File: config.mk
export PLATFORM = sky130hd
export DESIGN_NAME = clk_div_prog
export DESIGN_NICKNAME = d
export VERILOG_FILES = /design/src/rtl/clk_div_prog.sv
export SDC_FILE = /design/constraint.sdc
export NUM_CORES = 1
export LEC_CHECK = 0
export BUFFER_PORTS_ARGS = -buffer_cell sky130_fd_sc_hd__buf_2
export CORE_ASPECT_RATIO = 1.25
export CORE_MARGIN = 1.5
export CORE_UTILIZATION = 45
export CTS_CLUSTER_SIZE = 25
export DETAILED_ROUTE_END_ITERATION = 10
export GPL_ROUTABILITY_DRIVEN = 0
export SLEW_MARGIN = 0
export SYNTH_ARGS = -nofsm -noshare
export SYNTH_HDL_FRONTEND = slang
export SYNTH_SLANG_ARGS = --single-unit
File: constraint.sdc
create_clock -name clk -period 3.25 [get_ports clk]
set_clock_uncertainty 0.1 [all_clocks]
set_input_delay 0.325 -clock clk [delete_from_list [all_inputs] [get_ports clk]]
set_output_delay 0.325 -clock clk [all_outputs]
set_load 0.01 [all_outputs]
File: src/rtl/clk_div_prog.sv
`default_nettype none
// clk_div_prog: programmable integer clock divider; divisor changes only at period boundaries.
// Optional macro CLK_DIV_PROG_ODD_DUTY50_EN adds a negedge flop for 50% duty on odd divisors.
module clk_div_prog #(
    parameter int CNT_W       = 8,
    parameter int DIV_DEFAULT = 8
) (
    input  logic             clk,
    input  logic             rst_n,
    input  logic             en,
    input  logic [CNT_W-1:0] div_val,
    input  logic             div_load,
    output logic             clk_out,
    output logic             tick,
    output logic             busy,
    output logic             cfg_err
);

    logic [CNT_W-1:0] cnt_q, cnt_d;
    logic [CNT_W-1:0] div_q, div_d;
    logic [CNT_W-1:0] pend_q, pend_d;
    logic             pend_vld_q, pend_vld_d;
    logic             run_q, run_d;
    logic             clk_out_q, clk_out_d;
    logic             tick_q, tick_d;
    logic             cfg_err_q, cfg_err_d;

    logic [CNT_W:0]   half;
    logic             wrap;
    logic             load_ok;
    logic             boundary;

    always_comb begin
        // One extra bit keeps (N+1) from overflowing at the maximum divisor.
        half     = ({1'b0, div_q} + (CNT_W+1)'(1)) >> 1;
        wrap     = (cnt_q == (div_q - CNT_W'(1)));
        load_ok  = div_load && (div_val >= CNT_W'(2));
        boundary = !run_q || wrap;

        cnt_d      = cnt_q;
        div_d      = div_q;
        pend_d     = pend_q;
        pend_vld_d = pend_vld_q;
        run_d      = run_q;
        clk_out_d  = 1'b0;
        tick_d     = 1'b0;
        cfg_err_d  = div_load && !load_ok;

        if (run_q) begin
            clk_out_d = ({1'b0, cnt_q} < half);
            tick_d    = (cnt_q == '0);
            if (wrap) begin
                cnt_d = '0;
                run_d = en;
            end else begin
                cnt_d = cnt_q + CNT_W'(1);
            end
        end else begin
            cnt_d = '0;
            run_d = en;
        end

        if (load_ok) begin
            pend_d     = div_val;
            pend_vld_d = 1'b1;
        end

        // A load coinciding with the boundary takes effect immediately.
        if (boundary) begin
            if (load_ok) begin
                div_d      = div_val;
                pend_vld_d = 1'b0;
            end else if (pend_vld_q) begin
                div_d      = pend_q;
                pend_vld_d = 1'b0;
            end
        end
    end

    always_ff @(posedge clk or negedge rst_n) begin
        if (!rst_n) begin
            cnt_q      <= '0;
            div_q      <= CNT_W'(DIV_DEFAULT);
            pend_q     <= '0;
            pend_vld_q <= 1'b0;
            run_q      <= 1'b0;
            clk_out_q  <= 1'b0;
            tick_q     <= 1'b0;
            cfg_err_q  <= 1'b0;
        end else begin
            cnt_q      <= cnt_d;
            div_q      <= div_d;
            pend_q     <= pend_d;
            pend_vld_q <= pend_vld_d;
            run_q      <= run_d;
            clk_out_q  <= clk_out_d;
            tick_q     <= tick_d;
            cfg_err_q  <= cfg_err_d;
        end
    end

`ifdef CLK_DIV_PROG_ODD_DUTY50_EN
    logic neg_q;

    always_ff @(negedge clk or negedge rst_n) begin
        if (!rst_n) begin
            neg_q <= 1'b0;
        end else begin
            neg_q <= clk_out_q;
        end
    end

    // Delaying the rise by half a cycle trims odd divisors to exactly N/2 high.
    assign clk_out = div_q[0] ? (clk_out_q & neg_q) : clk_out_q;
`else
    assign clk_out = clk_out_q;
`endif

    assign tick    = tick_q;
    assign busy    = run_q;
    assign cfg_err = cfg_err_q;

endmodule
`default_nettype wire

==> metrics.txt <==
# TYPE chip_impl_metric gauge
chip_impl_info{name="status",value="complete, no violations"} 1
chip_impl_metric{name="worst-path-max-fanout",unit=""} 8
chip_impl_info{name="cp_slowest_cell",value="dfrtp_1"} 1
chip_impl_metric{name="cts_max_level",unit=""} 2
chip_impl_metric{name="fillCellCount",unit=""} 319
chip_impl_metric{name="grt_start_max_net_pins",unit=""} 30
chip_impl_metric{name="worst-path-stages",unit=""} 8
chip_impl_metric{name="timing.final.crit_share",unit="%"} 73.8
chip_impl_metric{name="dpl_cell_area",unit="um2"} 1810
chip_impl_metric{name="leakage",unit="uW"} 0.000942
chip_impl_metric{name="floorplan.initialDensity",unit="%"} 48.1
chip_impl_metric{name="swShare",unit="%"} 39.1
chip_impl_metric{name="final_nets",unit=""} 210
chip_impl_metric{name="critical_path_required",unit="ps"} 3320
chip_impl_info{name="timing.hold.worst.class",value="primary input to register"} 1
chip_impl_metric{name="postRouteAntennaNets",unit=""} 0
chip_impl_metric{name="synth-seq-cells",unit=""} 29
chip_impl_metric{name="first_iter_violations",unit=""} 54
chip_impl_info{name="cts_tree",value="built"} 1
chip_impl_metric{name="die_width",unit="um"} 58.3
chip_impl_metric{name="num_io_pins",unit=""} 16
chip_impl_metric{name="synth_warnings",unit=""} 0
chip_impl_metric{name="max_stage_delay",unit="ps"} 430
chip_impl_metric{name="slew-limit-headroom",unit="%"} 58.0
chip_impl_metric{name="cts-resized-gates",unit=""} 0
chip_impl_metric{name="totalWireLength",unit="um"} 3450
chip_impl_metric{name="finalWorstPathRequiredPeriod",unit="ps"} 2400
chip_impl_metric{name="buffers_added_on_ports",unit=""} 15
chip_impl_info{name="worstSetupStartpointType",value="register"} 1
chip_impl_info{name="clk_root_buffer_cell",value="clkbuf_8"} 1
chip_impl_metric{name="grt_first_pass_wirelength",unit="um"} 5860
chip_impl_metric{name="r2r_setup_slack",unit="ps"} 850
chip_impl_metric{name="critPathBufInv",unit=""} 1
chip_impl_metric{name="detail_route.wl_per_cell",unit="um"} 15.2
chip_impl_metric{name="fin_tns_setup",unit="ps"} 0
chip_impl_metric{name="vdd.ir_drop.worst",unit="V"} 0.000406
chip_impl_metric{name="insertion_delay",unit="ps"} 280
chip_impl_metric{name="measured_slew_at_the_worst_slew_check_pin",unit="ps"} 630
chip_impl_info{name="critical_path.startpoint",value="div_q[0]$_DFFE_PN0P_"} 1
chip_impl_info{name="worst_setup_path_end_kind",value="register"} 1
chip_impl_metric{name="die_height",unit="um"} 72.1
chip_impl_info{name="yosysTopAreaCell",value="dfrtp_1"} 1
chip_impl_metric{name="layout_cell_share_with_drive_strength_beyond_1",unit="%"} 14.4
chip_impl_metric{name="synthToLayoutAreaGrowth",unit="%"} 12.4
chip_impl_info{name="reg2reg_from",value="div_q[0]$_DFFE_PN0P_"} 1
chip_impl_metric{name="postLayoutCellArea",unit="um2"} 1930
chip_impl_info{name="reg2reg_to",value="div_q[5]$_DFFE_PN0P_"} 1
chip_impl_info{name="synth_area_leaders",value="dfrtp_1 41%, a22o_1 9.2%, ha_1 8.0%, xor2_1 7.6%, xnor2_1 4.1%"} 1
chip_impl_metric{name="cts.sink_count",unit=""} 29
chip_impl_metric{name="critPathArrivalTime",unit="ps"} 2470
chip_impl_info{name="grt_setup_unrepaired",value="false"} 1
chip_impl_metric{name="vias",unit=""} 1278
chip_impl_metric{name="drc",unit=""} 0
chip_impl_metric{name="detailed_routing_iterations_pass_1",unit=""} 4
chip_impl_metric{name="worst-r2r-cell-count",unit=""} 8
chip_impl_metric{name="grt.total_usage",unit="%"} 18.7
chip_impl_metric{name="number_of_antenna_diodes",unit=""} 0
chip_impl_info{name="cp_top_family",value="compound AO/OA/AOI/OAI gates"} 1
chip_impl_metric{name="syn-cell-area",unit="um2"} 1720
chip_impl_metric{name="placeableCoreArea",unit="um2"} 3570
chip_impl_info{name="termination_of_the_worst_setup_path",value="div_q[5]$_DFFE_PN0P_"} 1
chip_impl_metric{name="via_count_of_the_first_global_routing_pass",unit=""} 1299
chip_impl_metric{name="cap_violations",unit=""} 0
chip_impl_metric{name="post-dp-hpwl",unit="um"} 2530
chip_impl_metric{name="finalSetupViolCount",unit=""} 0
chip_impl_metric{name="clockBufferDepth",unit=""} 2
chip_impl_metric{name="internal_power",unit="uW"} 1120
chip_impl_metric{name="power.share.sequential",unit="%"} 37.7
chip_impl_metric{name="placementRows",unit=""} 24
chip_impl_info{name="timing.setup.critical_path_class",value="register to register"} 1
chip_impl_metric{name="combinational_cell_fraction_of_total_power",unit="%"} 41.5
chip_impl_metric{name="initial_antenna_violation_count",unit=""} 0
chip_impl_metric{name="cts_buffers",unit=""} 5
chip_impl_metric{name="final-hold-violation-count",unit=""} 0
chip_impl_metric{name="die-area",unit="um2"} 4210
chip_impl_metric{name="synth-seq-area-share",unit="%"} 42.3
chip_impl_metric{name="clkSlewWorstSetupHoldPaths",unit="ps"} 60
chip_impl_metric{name="synth_nets",unit=""} 195
chip_impl_metric{name="max_clock_freq",unit="GHz"} 0.417
chip_impl_metric{name="syn_avg_cell_area",unit="um2"} 10.0
chip_impl_metric{name="timing.final.max_slew_violations",unit=""} 0
chip_impl_metric{name="synth.top_cell.area_share",unit="%"} 40.7
chip_impl_info{name="worstPathCellList",value="inv_1, ha_1, nor3b_1, nand3_1, o31a_1, o41ai_4, o21ai_2, a22o_1"} 1
chip_impl_metric{name="synthesis.instances",unit=""} 172
chip_impl_metric{name="overflow",unit=""} 0
chip_impl_metric{name="yosys_cell_types",unit=""} 35
chip_impl_metric{name="vias_per_cell",unit=""} 5.63
chip_impl_metric{name="power.share.clock",unit="%"} 20.8
chip_impl_metric{name="power_per_cell_area",unit="nW/um2"} 948
chip_impl_metric{name="power.switching",unit="uW"} 717
sequential cells by signal, summed over array words and instances, names as in the netlist:
signal,flops
pend_vld_q,1
clk_out,1
cfg_err,1
tick,1
pend_q,8
cnt_q,8
busy,1
div_q,8
cell usage in the layout, fill, tap and decap left out, types with 2 or more instances in the layout:
cell / synthesis / final
a21o_1: 2 / 2
a21oi_1: 3 / 3
a22o_1: 18 / 18
and3_1: 6 / 6
buf_2: 3 / 15
clkbuf_8: 0 / 6
dfrtp_1: 28 / 28
ha_1: 11 / 11
inv_1: 8 / 8
nand2_1: 10 / 10
nand2b_1: 2 / 2
nand3_1: 11 / 11
nand3b_1: 2 / 2
nor2_1: 15 / 15
nor3_1: 4 / 4
o21ai_0: 4 / 4
xnor2_1: 8 / 8
xor2_1: 15 / 15
layout make-up:
cell class              instances  area, um2  area share (%)
clock buffers                   7       86.3            4.47
flip-flops and latches         29        727            37.6
clock inverters                 1       30.0            1.55
well taps                      39       48.8            2.52
repair buffers                 17       92.6            4.79
inverters                       9       33.8            1.75
multi-input cells             125        915            47.3
Yosys cell counts:
| library cell | count |
|---|---|
| dfrtp_1 | 28 |
| a22o_1 | 18 |
| nor2_1 | 15 |
| xor2_1 | 15 |
| ha_1 | 11 |
| nand3_1 | 11 |
| nand2_1 | 10 |
| inv_1 | 8 |
| xnor2_1 | 8 |
| and3_1 | 6 |
| clkbuf_1 | 5 |
| nor3_1 | 4 |
| o21ai_0 | 4 |
| a21oi_1 | 3 |
| buf_2 | 3 |
| a21o_1 | 2 |
| nand2b_1 | 2 |
| nand3b_1 | 2 |
| a211oi_1 | 1 |
| a22oi_1 | 1 |
| a32oi_1 | 1 |
| and4b_1 | 1 |
| buf_6 | 1 |
| dfstp_2 | 1 |
| inv_2 | 1 |
| nor2b_1 | 1 |
| nor3b_1 | 1 |
| nor4_1 | 1 |
| nor4b_1 | 1 |
| o2111ai_1 | 1 |
| o211a_1 | 1 |
| o211ai_1 | 1 |
| o21ai_2 | 1 |
| o31a_1 | 1 |
| o41ai_4 | 1 |
kinds of logic after synthesis:
kind of cell / share of synthesized area (%)
and+or+nand+nor: 15.9
AOI/OAI and AO/OA: 17.6
DFF: 42.3
xor gates and xnor gates: 11.7
buffers and inverters: 4.58
adders and majority gates: 8.00
power by group through the flow:
stage          sequential [uW]  clock, uW  combinational (uW)
2_1_floorplan              591          0                 700
3_3_place_gp               692          0                 748
3_5_place_dp               699          0                 769
4_1_cts                    693        392                 777
5_1_grt                    716        406                 873
6_report                   692        381                 761
timing repair:
| action | 4_1_cts | 5_1_grt |
|---|---|---|
| hold endpoints to repair | 28 | 0 |
| buffers inserted | 0 | 0 |
| hold buffers | 1 | 0 |
through the flow:
| step | hold slack (ps) | util, % | setup WS [ps] | power [uW] | cells |
|---|---|---|---|---|---|
| global placement | 280 | 50.6 | 957 | 1440 | 218 |
| floorplan | -70.6 | - | 823 | 1290 | 172 |
| global route | 141 | 54.1 | 686 | 2000 | 227 |
| finish | 135 | 54.1 | 850 | 1830 | 227 |
| detailed placement | 282 | 50.6 | 869 | 1470 | 218 |
| CTS | 134 | 54.1 | 861 | 1860 | 227 |
worst min path at each step:
stage / start / to / depth (start not counted)
after detailed placement: rst_n / cnt_q[3]$_DFF_PN0_ / 1
after floorplan: rst_n / busy$_DFF_PN0_ / 0
after global placement: rst_n / cnt_q[3]$_DFF_PN0_ / 1
after CTS: en / busy$_DFF_PN0_ / 2
after global routing: en / busy$_DFF_PN0_ / 2
final: en / busy$_DFF_PN0_ / 2
per-layer routing:
| layer | track usage (%) | routed length, um | up-vias |
|---|---|---|---|
| li1 | - | - | 636 |
| met4 | 6.98 | 55 | 0 |
| met2 | 34.1 | 1840 | 20 |
| met1 | 20.3 | 1440 | 615 |
| met3 | 4.81 | 116 | 7 |
| met5 | 0 | 0 | - |
No activity file was read; power rests on OpenSTA's default activity.
